`src/rtl/counter8_seq_pkg.sv`:
```
// rtl/counter8_seq_pkg.sv - shared opcodes, state encoding and default width for counter8_seq
package counter8_seq_pkg;

    localparam int DEFAULT_WIDTH = 8;

    localparam logic [1:0] OP_LOAD  = 2'b00;
    localparam logic [1:0] OP_UP    = 2'b01;
    localparam logic [1:0] OP_DOWN  = 2'b10;
    localparam logic [1:0] OP_CLEAR = 2'b11;

    typedef enum logic [1:0] {
        ST_IDLE = 2'b00,
        ST_LOAD = 2'b01,
        ST_RUN  = 2'b10,
        ST_DONE = 2'b11
    } state_e;

endpackage

```
`src/rtl/counter8_seq_stepctr.sv`:
```
// rtl/counter8_seq_stepctr.sv - loadable down-counter holding the remaining step count
module counter8_seq_stepctr #(
    parameter int WIDTH = 8
) (
    input  logic             clk,
    input  logic             rst_n,
    input  logic             load_i,
    input  logic [WIDTH-1:0] load_val_i,
    input  logic             dec_i,
    input  logic             clr_i,
    output logic [WIDTH-1:0] count_o,
    output logic             zero_o,
    output logic             one_o
);

    logic [WIDTH-1:0] count_q;
    logic [WIDTH-1:0] count_d;

    // Clear wins over load, load wins over decrement; never decrement below zero.
    always_comb begin
        count_d = count_q;
        if (clr_i) begin
            count_d = '0;
        end else if (load_i) begin
            count_d = load_val_i;
        end else if (dec_i && (count_q != '0)) begin
            count_d = count_q - WIDTH'(1);
        end
    end

    // Step count register.
    always_ff @(posedge clk or negedge rst_n) begin
        if (!rst_n) begin
            count_q <= '0;
        end else begin
            count_q <= count_d;
        end
    end

    assign count_o = count_q;
    assign zero_o  = (count_q == '0);
    assign one_o   = (count_q == WIDTH'(1));

endmodule

```
`src/rtl/counter8_seq.sv`:
```
// rtl/counter8_seq.sv - command sequencer driving the up/down counter controls
module counter8_seq
    import counter8_seq_pkg::*;
#(
    parameter int               WIDTH  = DEFAULT_WIDTH,
    parameter logic [WIDTH-1:0] MAXVAL = {WIDTH{1'b1}}
) (
    input  logic             clk,
    input  logic             _areset,
    input  logic             cmd_valid,
    output logic             cmd_ready,
    input  logic [1:0]       cmd_op,
    input  logic [WIDTH-1:0] cmd_arg,
    input  logic             cmd_wrap,
    input  logic             abort,
    input  logic [WIDTH-1:0] ctr_dcout,
    output logic             _ctr_load,
    output logic [WIDTH-1:0] ctr_preld,
    output logic             _ctr_updown,
    output logic             _ctr_wrapstop,
    output logic             ctr_en,
    output logic             busy,
    output logic             done,
    output logic             ovf_stop,
    output logic [WIDTH-1:0] steps_left
);

    state_e           state_q;
    state_e           state_d;
    logic [WIDTH-1:0] arg_q;
    logic             ovf_q;
    logic             updown_q;
    logic             wrapstop_q;

    logic             accept;
    logic             is_cnt_op;
    logic             arg_zero;
    logic             in_run;
    logic             at_bound;
    logic             early_exit;
    logic             run_abort;
    logic             step_load;
    logic             step_dec;
    logic             step_clr;
    logic             step_zero;
    logic             step_one;

    assign accept     = cmd_valid && (state_q == ST_IDLE);
    assign is_cnt_op  = (cmd_op == OP_UP) || (cmd_op == OP_DOWN);
    assign arg_zero   = (cmd_arg == '0);
    assign in_run     = (state_q == ST_RUN);

    // The run direction and mode are latched on entry to RUN, so they are
    // valid for the whole run.
    assign at_bound   = updown_q ? (ctr_dcout == MAXVAL) : (ctr_dcout == '0);
    assign early_exit = in_run && !wrapstop_q && at_bound;
    assign run_abort  = in_run && abort;

    assign step_load  = accept && is_cnt_op && !arg_zero;
    assign step_dec   = in_run && !step_zero;
    assign step_clr   = early_exit || run_abort;

    counter8_seq_stepctr #(
        .WIDTH (WIDTH)
    ) u_stepctr (
        .clk        (clk),
        .rst_n      (_areset),
        .load_i     (step_load),
        .load_val_i (cmd_arg),
        .dec_i      (step_dec),
        .clr_i      (step_clr),
        .count_o    (steps_left),
        .zero_o     (step_zero),
        .one_o      (step_one)
    );

    // Next state and the combinational counter controls.
    always_comb begin
        state_d   = state_q;
        cmd_ready = 1'b0;
        busy      = 1'b1;
        done      = 1'b0;
        _ctr_load = 1'b1;
        ctr_preld = '0;
        ctr_en    = 1'b0;
        case (state_q)
            ST_IDLE: begin
                cmd_ready = 1'b1;
                busy      = 1'b0;
                if (accept) begin
                    if (!is_cnt_op) begin
                        state_d = ST_LOAD;
                    end else if (arg_zero) begin
                        state_d = ST_DONE;
                    end else begin
                        state_d = ST_RUN;
                    end
                end
            end
            ST_LOAD: begin
                _ctr_load = 1'b0;
                ctr_preld = arg_q;
                state_d   = ST_DONE;
            end
            ST_RUN: begin
                ctr_en = !early_exit && !run_abort;
                if (early_exit || run_abort || step_one) begin
                    state_d = ST_DONE;
                end
            end
            ST_DONE: begin
                done    = 1'b1;
                state_d = ST_IDLE;
            end
            default: begin
                state_d = ST_IDLE;
            end
        endcase
    end

    // State register.
    always_ff @(posedge clk or negedge _areset) begin
        if (!_areset) begin
            state_q <= ST_IDLE;
        end else begin
            state_q <= state_d;
        end
    end

    // Command capture, sticky boundary flag and held direction/mode.
    always_ff @(posedge clk or negedge _areset) begin
        if (!_areset) begin
            arg_q      <= '0;
            ovf_q      <= 1'b0;
            updown_q   <= 1'b1;
            wrapstop_q <= 1'b1;
        end else if (accept) begin
            arg_q <= (cmd_op == OP_CLEAR) ? '0 : cmd_arg;
            ovf_q <= 1'b0;
            if (step_load) begin
                updown_q   <= (cmd_op == OP_UP);
                wrapstop_q <= cmd_wrap;
            end
        end else if (early_exit) begin
            ovf_q <= 1'b1;
        end
    end

    assign _ctr_updown   = updown_q;
    assign _ctr_wrapstop = wrapstop_q;
    assign ovf_stop      = ovf_q;

endmodule

```
`config.mk`:
```
export PLATFORM = sky130hd
export DESIGN_NAME = counter8_seq
export DESIGN_NICKNAME = d
export VERILOG_FILES = /design/src/rtl/counter8_seq_pkg.sv /design/src/rtl/counter8_seq_stepctr.sv /design/src/rtl/counter8_seq.sv
export SDC_FILE = /design/constraint.sdc
export NUM_CORES = 1
export LEC_CHECK = 0
export ABC_AREA = 1
export BUFFER_PORTS_ARGS = -buffer_cell sky130_fd_sc_hd__clkbuf_2
export CAP_MARGIN = 20
export CORE_MARGIN = 3
export CORE_UTILIZATION = 45
export DETAILED_ROUTE_END_ITERATION = 8
export PLACE_DENSITY = 0.75
export SYNTH_ARGS = -nofsm -noshare
export SYNTH_HDL_FRONTEND = slang
export SYNTH_SLANG_ARGS = --single-unit
```
`constraint.sdc`:
```
create_clock -name clk -period 1.6 [get_ports clk]
set_clock_uncertainty 0.2 [all_clocks]
set_input_delay 0.16 -clock clk [delete_from_list [all_inputs] [get_ports clk]]
set_output_delay 0.16 -clock clk [all_outputs]
set_load 0.1 [all_outputs]
```
* Word level (Yosys, flattened, before mapping)
Cells that the tools add are included.
** Storage, ports and cells
- Bits in registers :: 21
- Memories :: 0
- Word-level logic and storage cells :: 61
- Input bits :: 23
- Output and inout bits :: 24
- Bits in writable memories :: 0
- Latch bits :: 0
- Bits in read-only memories :: 0
** Cells by class
- Div/mod/pow operators :: 0
- $lt $le $gt $ge :: 0
- Reduce and logical (&&, ||, !) cells :: 26
- Mux-type cells :: 18
- Equal/unequal tests :: 10
- Shift-type cells :: 0
- Bitwise gates (word level) :: 0
- Add/sub/neg operators :: 1
- $mul :: 0
** Operators with widths (number)
- $mux W8 :: 5
- $logic_not A8 Y1 :: 3
- $logic_and A1 B1 Y1 :: 9
- $mux W1 :: 9
- $eq A2 B2 Y1 const B :: 4
- $eq A8 B1 Y1 const B :: 1
- $eq A8 B8 Y1 const B :: 1
- $pmux W2 S4 :: 1
- $reduce_bool A8 Y1 :: 1
- $sub A8 B1 Y8 const B :: 1
- $mux W2 :: 3
- $logic_not A1 Y1 :: 5
- $eq A2 B1 Y1 const B :: 2
- $reduce_and A2 Y1 :: 2
- $logic_or A1 B1 Y1 :: 3
- $reduce_bool A3 Y1 :: 1
- $logic_not A2 Y1 :: 1
- $ne A2 B1 Y1 const B :: 1
- $ne A2 B2 Y1 const B :: 1
- $reduce_bool A2 Y1 :: 1

* Depth between registers and ports, before layout
Gate-level depths: netlist of the first run.
- Depth in word-level cells :: 7
- Mapped depth :: 10
- Gate-level depth less buffers :: 10

* Cells and area by module
A second synthesis of the first run with hierarchy kept.
** Second synthesis, totals
- Cells, all modules :: 218
- Area, all modules :: 1487.7 um^2
** By module, submodules not included
- counter8_seq :: area an instance 855.8 um^2, seq. area each 327.8 um^2, times used 1, cells an instance 120
- counter8_seq_stepctr :: area an instance 631.9 um^2, seq. area each 200.2 um^2, times used 1, cells an instance 98

* Least setup slack after synthesis of the first run
Ideal clock, no wire load.
- Path type :: reg2reg
- From :: reg state_q[0]
- To :: reg state_q[0]
- Clock period less this slack :: 2.983 ns
- Data required time :: 1.283 ns
- Path buffers :: 0
- Data arrival time :: 2.666 ns
- Setup time :: 0.117 ns
- Stages on the path, launching flop included :: 7
- Path slack :: -1.383 ns
- Cell sequence :: dfrtp_1 > inv_1 > ha_1 > inv_1 > or2_2 > nand3_1 > nand2_1
** On the way
- Cells in the longest elaborated chain, start to end :: 7
- Elaborated cells on any way between the ends :: 14
- Those cells by class :: eq/ne (5); mux (1); reduce/logical (8)
** Ends and longest elaborated chain
- from (decl) :: RTL line counter8_seq.sv:28 : state_e state_q;
- from (signal assigned) :: RTL line counter8_seq.sv:126 : state_q <= state_d;
- $eq A2 B2 Y1 :: RTL line counter8_seq.sv:51, counter8_seq.sv:86
- $logic_and A1 B1 Y1 (2 in series) :: RTL line counter8_seq.sv:56 : assign early_exit = in_run && !wrapstop_q && at_bound;
- $logic_or A1 B1 Y1 (2 in series) :: RTL line counter8_seq.sv:107 : if (early_exit || run_abort || step_one) begin
- $ne A2 B1 Y1 (no line)
- $reduce_and A2 Y1 (no line)
Several ways; a longest one is shown, not always the timed one.
A chain may end at the register's enable or synchronous reset.

* Worst setup path in the final report of the first run
- From :: reg state_q[0]
- To :: out ctr_en
** On the way
- Cells in the longest elaborated chain, start to end :: 6
- Elaborated cells on any way between the ends :: 8
- Those cells by class :: eq/ne (1); mux (1); reduce/logical (6)
** Ends and longest elaborated chain
- $eq A2 B2 Y1 (*) :: RTL line counter8_seq.sv:51, counter8_seq.sv:86
- $logic_and A1 B1 Y1 (2 in series) :: RTL line counter8_seq.sv:56
- $logic_not A1 Y1 :: RTL line counter8_seq.sv:106 : ctr_en = !early_exit && !run_abort;
- $logic_and A1 B1 Y1 :: RTL line counter8_seq.sv:106
- $mux W1 (*) :: RTL line counter8_seq.sv:86 : case (state_q)
- to (decl) :: RTL line counter8_seq.sv:21 : output logic ctr_en,
Every way passes the cells marked *; elsewhere a longest branch is shown, timed or not.

==> results by stage, run 1 <==
Run status:
- The run finished, with violations left.
- The checks that failed: negative setup slack.

Yosys:
- Sequential elements use ~36% of the synthesized area.
- The most frequent cell after synthesis is nand2_1.
- After synthesis the netlist holds a flip-flop and latch count of 21.
- The proportion of netlist area held by the largest area contributor is 32.0%.
- The number of nets produced by synthesis is 246.
- The post-synthesis instance area is 1490 sq um.
- The adder-cell area share of the yosys netlist is 8.42%.
- In the post-synthesis netlist, the biggest area contributors are dfrtp_1, nand2_1, ha_1.
- The count of unique library cells instantiated by Yosys is 27.
- The cell type contributing the most total cell area after synthesis is dfrtp_1.
- The dominant combinational cell family by area after synthesis is simple AND/OR/NAND/NOR gates.
- The async set-or-reset flop fraction in the synthesized netlist is 100%.
- Summing the areas of all xor and xnor instances in the mapped netlist gives approximately 2.4% of the synthesized area.
- In the synthesized netlist, the cells that appear most often are nand2_1, inv_1, dfrtp_1.
- The number of flops mapped to enable cells by yosys is 0.
- A synthesized cell averages 6.98 sq um.
- The fraction of the mapped netlist area in compound gates is under 10%.
- Counting every instance in the synthesized netlist gives 213.
- The Yosys step of the flow raised 0 warnings.
- The multiplexer area fraction after synthesis is 0%.
- Summing the areas of all and, or, nand and nor instances in the mapped netlist gives 36.3% of the synthesized area.
- For this run, the leading register cell type out of synthesis is dfrtp_1.

Routing:
- The post-detailed-route via-to-cell ratio is between 5 and 6.
- The first-pass detailed-route iteration total is 9.
- In the routed design, unresolved DRC markers number 0.
- In the final routed layout, each cell accounts on average for 19.1 um.
- After detailed routing, the total wire length is between 6000 and 7000 um.
- The total number of vias is 2068.
- The number of nets still failing antenna checks after routing is 0.
- The detailed router finished its first iteration with approximately 250 violations.

Timing:
- Across all setup checks in the final design, the least slack found is -0.472 ns.
- The number of failing setup endpoints in the final timing report is 33.
- The share of the cycle needed by the critical path after routing is 129%.
- Adding up every negative setup slack in the final design gives -9.42 ns.
- In this run the tightest slew margin relative to its limit is 61.2%.
- The final-report max-slew violation count was 0.
- Static timing analysis puts the maximum clock frequency at 0.483 GHz.
- The post-route worst hold slack is 0.00510 ns.
- Setup repair after global routing could not meet its margin everywhere.
- The transition time at the pin with the least slew margin is 0.582 ns.
- The post-route minimum period is 2.07 ns.
- The total count of hold-check failures in the final report is 0.

Critical path:
- The first element of the critical path is state_q[0].
- The launch instance of the worst register-to-register path is state_q[0].
- The critical path endpoint category is an output pin.
- The category of the worst setup path launch point is a flip-flop.
- In this run the worst path has a maximum fanout of 4.
- For the worst setup path, the data arrival time is 1.71 ns.
- The critical path in this run is classified as flip-flop to output pin.
- For the worst setup path, the data required time is 1.24 ns.

Placed design:
- After detailed placement, the design holds a cell count of 322.
- The final HPWL from detailed placement is 3120 um.
- During placement, the flow inserted port buffers numbering 46.
- The global placer's final weighted congestion is ~0.9.

Global routing:
- The total overflow left after global routing is 0.
- The initial antenna violation count is 0.
- The first global-routing pass estimated 8680 um of wire.
- Entering global routing, the biggest net connects 22 pins.
- For met1 alone, demand over resource in global routing was 33.1%.
- The overall track demand over capacity in global routing is 27.8%.
- The via count of the first global-routing pass is 1794.
- Global routing consumed, on the met3 layer, 3.92% of the routing resources.
- Global routing used 49.4% of the available met2 tracks.
- The global-route layer with the greatest usage is met2.

Floorplanning:
- The y dimension of the die is 63.5 um.
- The die covers just over 4000 sq um.
- The site row count is 20.
- The core region is between 3000 and 4000 sq um.
- The effective utilization at floorplan is between 40% and 50%.
- The floorplan step set the die width to 63.5 um.
- 47 I/O pins were placed.

Clock network:
- The longest clock path from root to sink contains 2 buffers.
- The TritonCTS clock tree is built.
- CTS saw 21 sinks.
- In this run the number of H-tree levels came out at 1.
- The number of buffers inserted during clock tree synthesis is 3.
- The clock transition at the register clock pins on the worst setup and hold paths after CTS is 0.15 ns.
- The later pin in the worst-skew pair is clocked with a latency of between 0.3 and 0.4 ns.
- The cell at the root of the clock tree is clkbuf_4.

Finish:
- The count of cells in the finished layout, fillers not included, comes to 354.
- Cells with a size suffix above 1 make up approximately 53% of the layout.
- The post-layout net count is 344.
- The area growth from synthesis to layout is 87.1%.
- 0 antenna diodes ended up in the layout.
- Fill cells in the final layout number about 150.
- The fraction of the core area covered by cells at the end of the flow is 89.6%.

Min path:
- The worst hold path belongs to the class primary input to flip-flop.
- In this run the most critical hold path is launched from cmd_arg[2].

Power:
- IR analysis of the VDD net gives a maximum drop of 1470 uV.
- The total power divided by cell area is ~2500 nW/um^2.
- The static leakage is 0.00138 uW.

Job:
- The number of violations of the max-capacitance limit is 0.
==> cells in the final DEF (no fill, tap or decap), drive strengths merged <==
cell type / count
nand2: 83
o21ai: 17
inv: 21
nand3: 11
clkbuf: 26
dfstp: 2
ha: 10
clkinv: 2
or2: 1
clkinvlp: 10
nand3b: 1
nor2: 22
dlygate4sd3: 10
xnor2: 1
xor2: 3
buf: 63
o31ai: 2
a21oi: 2
dfrtp: 19
nand4: 3
nor3: 1
==> flip-flops by register name, summed over array words and instances, names as in the netlist <==
name / count
arg_q: 8
u_stepctr.count_o: 8
state_q: 2
ovf_stop: 1
_ctr_updown: 1
_ctr_wrapstop: 1
==> power by group <==
part | internal (uW) | leakage, uW | switching [uW]
registers | 794 | 0.000255 | 264
clock network | 94.3 | 0.0000177 | 209
logic | 2010 | 0.00111 | 3460
total | 2890 | 0.00138 | 3940
==> timing repair <==
action                                  CTS  global route
cloned                                    1             1
gates resized for setup                  20            27
hold endpoints to repair                 31             0
pin swaps                                 5            12
setup buffers                            10             8
endpoints found under the setup margin   24            34
hold buffers                             10             0
==> cells by family after synthesis <==
family / Yosys count
AOI/OAI and AO/OA: 21
xor gates and xnor gates: 4
adders and majority gates: 10
buffers and inverters: 35
DFF: 21
and+or+nand+nor: 122
==> path summary, 6_finish.rpt <==
path | endpoint | slack [ns] | depth (start not counted)
worst min-delay path | u_stepctr.count_o[2] | 0.005 | 5
worst max register to register | u_stepctr.count_o[4] | -0.42 | 11
worst min register to register | u_stepctr.count_o[7] | 0.35 | 2
worst max-delay path | ctr_en | -0.47 | 8
min in group asynchronous | state_q[0] | 0.12 | 2
max in group asynchronous | u_stepctr.count_o[7] | 0.66 | 2
==> final cells by class <==
cell class / count / area, sq um / share of cell area (%)
Tap cell: 44 / 55.1 / 1.98
Sequential cell: 21 / 546 / 19.6
Timing Repair Buffer: 96 / 950 / 34.1
Inverter: 32 / 165 / 5.94
Multi-Input combinational cell: 157 / 1040 / 37.3
Clock inverter: 1 / 5.00 / 0.180
Clock buffer: 3 / 22.5 / 0.810
==> per-layer routing <==
layer | wire length, um | share of wire (%)
met5 | 0 | 0
met1 | 2360 | 35
met4 | 435 | 6.4
met2 | 3340 | 49
met3 | 608 | 9.0
==> through the flow <==
stage,worst slack [ns],instance area (sq um),total power (uW)
5_1_grt,-0.499,2780,7100
3_3_place_gp,-0.0924,2330,5410
3_5_place_dp,-0.184,2330,5500
2_1_floorplan,-0.619,1650,4120
6_report,-0.472,2780,6830
4_1_cts,-0.338,2640,6200
==> worst max-delay path, cell delays in order, from the launching register on <==
cell and delay (ns):
dfrtp_1 0.47, inv_2 0.13, ha_4 0.17, inv_4 0.06, nor2_4 0.11, nand3_4 0.11
o21ai_4 0.10, nor2_4 0.06, buf_12 0.16
(Power assumes the default switching activity.)
==> run 2: changes to the inputs <==
SYNTH_HIERARCHICAL = 1   (was default)
==> run 2 against run 1 <==
  * The flow still finishes with violations (negative setup slack)
  * Core utilization rose by 3.3 points
  * Combinational power increased by 10%
  * Sequential share of layout area decreased by 0.53 points
  * Largest cell class unchanged
  * Via count grew 5.9%
  * Area after synthesis hardly changed
  * Global-route usage increased by 4.6 points
  * Die area is essentially flat
  * Final cell count rose by 3.7%
  * Fmax grew 2.7%
  * Flip-flop and latch count did not move
  * Largest power group unchanged
  * Register-to-register slack better by 0.05 ns
  * First-iteration DRC count is 12% lower
==> results by stage, run 2 <==
Routing:
- The first TritonRoute pass finished after 5 iterations.
- In the final routed layout, each cell accounts on average for 21.8 um.
- After the first detailed-routing iteration, the DRC count stood at 223.
- After detailed routing, the number of vias per cell comes to 5.96.
- The total number of vias is 2189.
- Wires add up to around 8000 um.
- In the routed design, unresolved DRC markers number 0.
- The number of nets still failing antenna checks after routing is 0.

Placed design:
- The number of cells in the design after placement is 338.
- The global placer's final weighted congestion is 0.887.
- Port buffering added 46 buffers.
- The HPWL after detailed placement is 3480 um.

Floorplanning:
- The floorplan step set the die width to 63.5 um.
- During I/O placement, the number of pins put on the boundary was 47.
- For this configuration, the core starts out at a cell density of 47.9%.
- The core region is 3100 sq um.
- The y dimension of the die is 63.5 um.
- In this run the core area contains 20 standard-cell rows.
- The floorplan step defined a die boundary enclosing slightly above 4000 sq um.

Finish:
- Compared with the post-synthesis result, the final layout area differs by 93.9%.
- The commonest non-fill, non-tap cell in the layout is nand2_1.
- Of the cells placed in the final design, the portion with a size suffix greater than 1 is 51.1%.
- The fraction of the core area covered by cells at the end of the flow is 93.0%.
- The number of filler cells placed in the layout is 103.
- Once layout is complete, the cells apart from fillers number 367.
- The library cells used most frequently in the layout, excluding fill and tap cells, are nand2_1, buf_4, clkbuf_2, nor2_1, buf_12.
- The final layout contains ~360 nets.
- The repair_antennas step left the layout with diodes totalling 0.

Global routing:
- The maximum number of pins on one net before global-route repair is 22.
- The initial antenna violation count is 0.
- Global routing consumed, over all layers together, about a third of the routing resources.
- After global routing the overflow that remains totals 0.
- The global-route wire length before repair is 10200 um.
- The via count of the first global-routing pass is 2097.

Clock network:
- The TritonCTS clock tree is built.
- CTS built an H-tree with a depth of 1.
- The clock sink count is 21.
- The buffer depth of the longest clock path is 2.
- The number of buffers inserted during clock tree synthesis is 3.
- The cell at the root of the clock tree is clkbuf_4.
- After clock tree synthesis, the clock-pin slew on the worst setup and hold paths is 0.14 ns.
- The worst-skew pair later-pin latency is 0.33 ns.

Yosys:
- After synthesis the netlist holds a flip-flop and latch count of 21.
- The number of nets in the synthesized netlist is 250.
- The cell count after synthesis came out at 218.
- The proportion of netlist area held by the largest area contributor is 32.0%.
- The number of flops mapped to enable cells by yosys is 0.
- nand2_1 is the most common cell in the netlist.
- Synthesis instantiated 28 different standard cells from the library.
- Yosys printed 6 warnings.
- The most used flip-flop cell after synthesis is dfrtp_1.
- The async set-or-reset flop fraction in the synthesized netlist is 100%.
- The sequential area share after synthesis is between 30% and 40%.
- In the post-synthesis netlist, the biggest area contributors are dfrtp_1, nand2_1, ha_1.
- Sorting the synthesized cells by how often they occur yields nand2_1, inv_1, nor2_1.
- The cell type contributing the most total cell area after synthesis is dfrtp_1.
- The mean area per synthesized cell is 6.82 sq um.
- The post-synthesis instance area is 1490 sq um.

Critical path:
- The data required time of the worst path is 1.24 ns.
- The cell with the biggest individual delay on the critical path is dfrtp_1.
- STA classifies the critical path endpoint as an output pin.
- The class of the most critical setup path is flip-flop to output pin.
- The stage delay of the slowest cell on the critical path is 0.43 ns.
- The arrival time at the worst endpoint is 1.66 ns.
- Counting stages on the worst path, the most repeated cell is buf_6.
- Walking the worst path, the cells encountered are inv_2, buf_6, ha_4, buf_6, clkinvlp_4, buf_6, buf_12.
- The maximum fanout count along the critical path is 3.
- The worst setup path is launched from a flip-flop.

Timing:
- The total count of hold-check failures in the final report is 0.
- Counting I/O delays and the setup requirement, the final critical path takes 2.02 ns.
- The final-report max-slew violation count is 0.
- The number of failing setup endpoints in the final timing report is 30.
- The transition time at the pin with the least slew margin is 0.555 ns.
- The worst setup margin is -0.417 ns.
- Based on the critical path, the design can be clocked at up to approximately 0.50 GHz.
- Measured against its own limit, the worst slew margin works out to 63.0%.
- The share of the cycle needed by the critical path after routing is 126%.
- Setup repair after global routing could not meet its margin everywhere.
- After routing, the total negative slack on setup checks comes to -8.18 ns.

Run status:
- The flow ran to the end, but the final reports show violations.
- The final reports fail on negative setup slack.

Power:
- The static leakage is 0.00144 uW.
- For this design the total switching power over the nets is 4200 uW.
- The total power after layout is around 7400 uW.
- The combinational share of power is 81.9%.
- The internal power component is about 3200 uW.
- The switching power share of the total is 56.9%.
- Of the total power, registers draw 14.0%.
- IR analysis of the VDD net gives a maximum drop of about 1800 uV.
- The clock share of power is under 10%.
- The total power divided by cell area is 2560 nW/um^2.

Min path:
- The worst min-delay path class is primary input to flip-flop.

Job:
- Across the run, the number of max-cap violations was 0.
-- run 2: cell types whose count changed after synthesis, sizes merged, moves of 2 or more --
cell	previous run	this run
o31ai	2	0
nand2	83	93
inv	32	28
xor2	3	1
nor2	22	26
-- run 2: metrics by stage --
stage / setup slack (ns) / instance area, sq um / hold slack [ns]
after global placement: -0.108 / 2460 / -0.0513
after floorplan: -0.621 / 1670 / -0.336
after CTS: -0.328 / 2790 / 0.00121
after detailed placement: -0.197 / 2460 / -0.0428
after global routing: -0.436 / 2890 / 0.0298
final: -0.417 / 2890 / 0.0348
-- run 2: cells by family after synthesis --
kind of cell    Yosys count  share of synthesized area [%]
fa+ha+maj                 9                           7.57
simple gates            135                           39.4
flops                    21                           35.5
xor+xnor                  1                          0.589
mux                       1                           1.01
compound gates           19                           7.82
buf+inv                  32                           8.16
-- run 2: repair_timing --
action | 4_1_cts | 5_1_grt
gates resized for setup | 24 | 19
hold buffers | 10 | 0
endpoints found under the hold margin | 34 | 0
gates cloned | 2 | 0
endpoints found under the setup margin | 24 | 29
pin swaps | 19 | 10
setup buffers | 10 | 4
-- run 2: area by class of cell --
type | instances | area, sq um | area share [%]
clock buffer | 3 | 22.5 | 0.781
clock inverter | 1 | 5.00 | 0.173
inverter | 29 | 151 | 5.25
multi-input combinational | 165 | 1050 | 36.6
sequential | 21 | 551 | 19.1
tap | 44 | 55.1 | 1.91
timing repair buffer | 104 | 1050 | 36.3
-- run 2: metal layers --
layer	GRT usage, %	share of wire [%]	vias up
met1	37.1	34	994
met2	56.1	47	217
li1	-	-	884
met5	0	0	-
met4	17.8	8.9	0
met3	6.42	11	94
-- run 2: path summary, 6_finish.rpt --
kind / startpoint / end / slack [ns] / cells after the start
setup / recovery: state_q[0] / busy / -0.42 / 7
hold / removal: cmd_arg[3] / u_stepctr/count_o[3] / 0.03 / 5
setup reg to reg: state_q[1] / u_stepctr/count_o[6] / -0.37 / 11
hold reg to reg: ovf_stop / ovf_stop / 0.39 / 2
max in group asynchronous: _areset / u_stepctr/count_o[1] / 0.66 / 2
min in group asynchronous: _areset / arg_q[4] / 0.13 / 2
-- run 2: critical path: cells and delay by family, from the launching register on --
kind	cells	cell delay (ns)
buffers and inverters	6	0.75
DFF	1	0.43
adders and majority gates	1	0.13
-- run 2: power groups by stage --
stage	Sequential [uW]	Combinational (uW)	Clock, uW
3_3_place_gp	985	4750	0
2_1_floorplan	1760	2430	0
6_report	1040	6040	301
3_5_place_dp	994	4870	0
5_1_grt	1050	6220	317
4_1_cts	989	5380	276
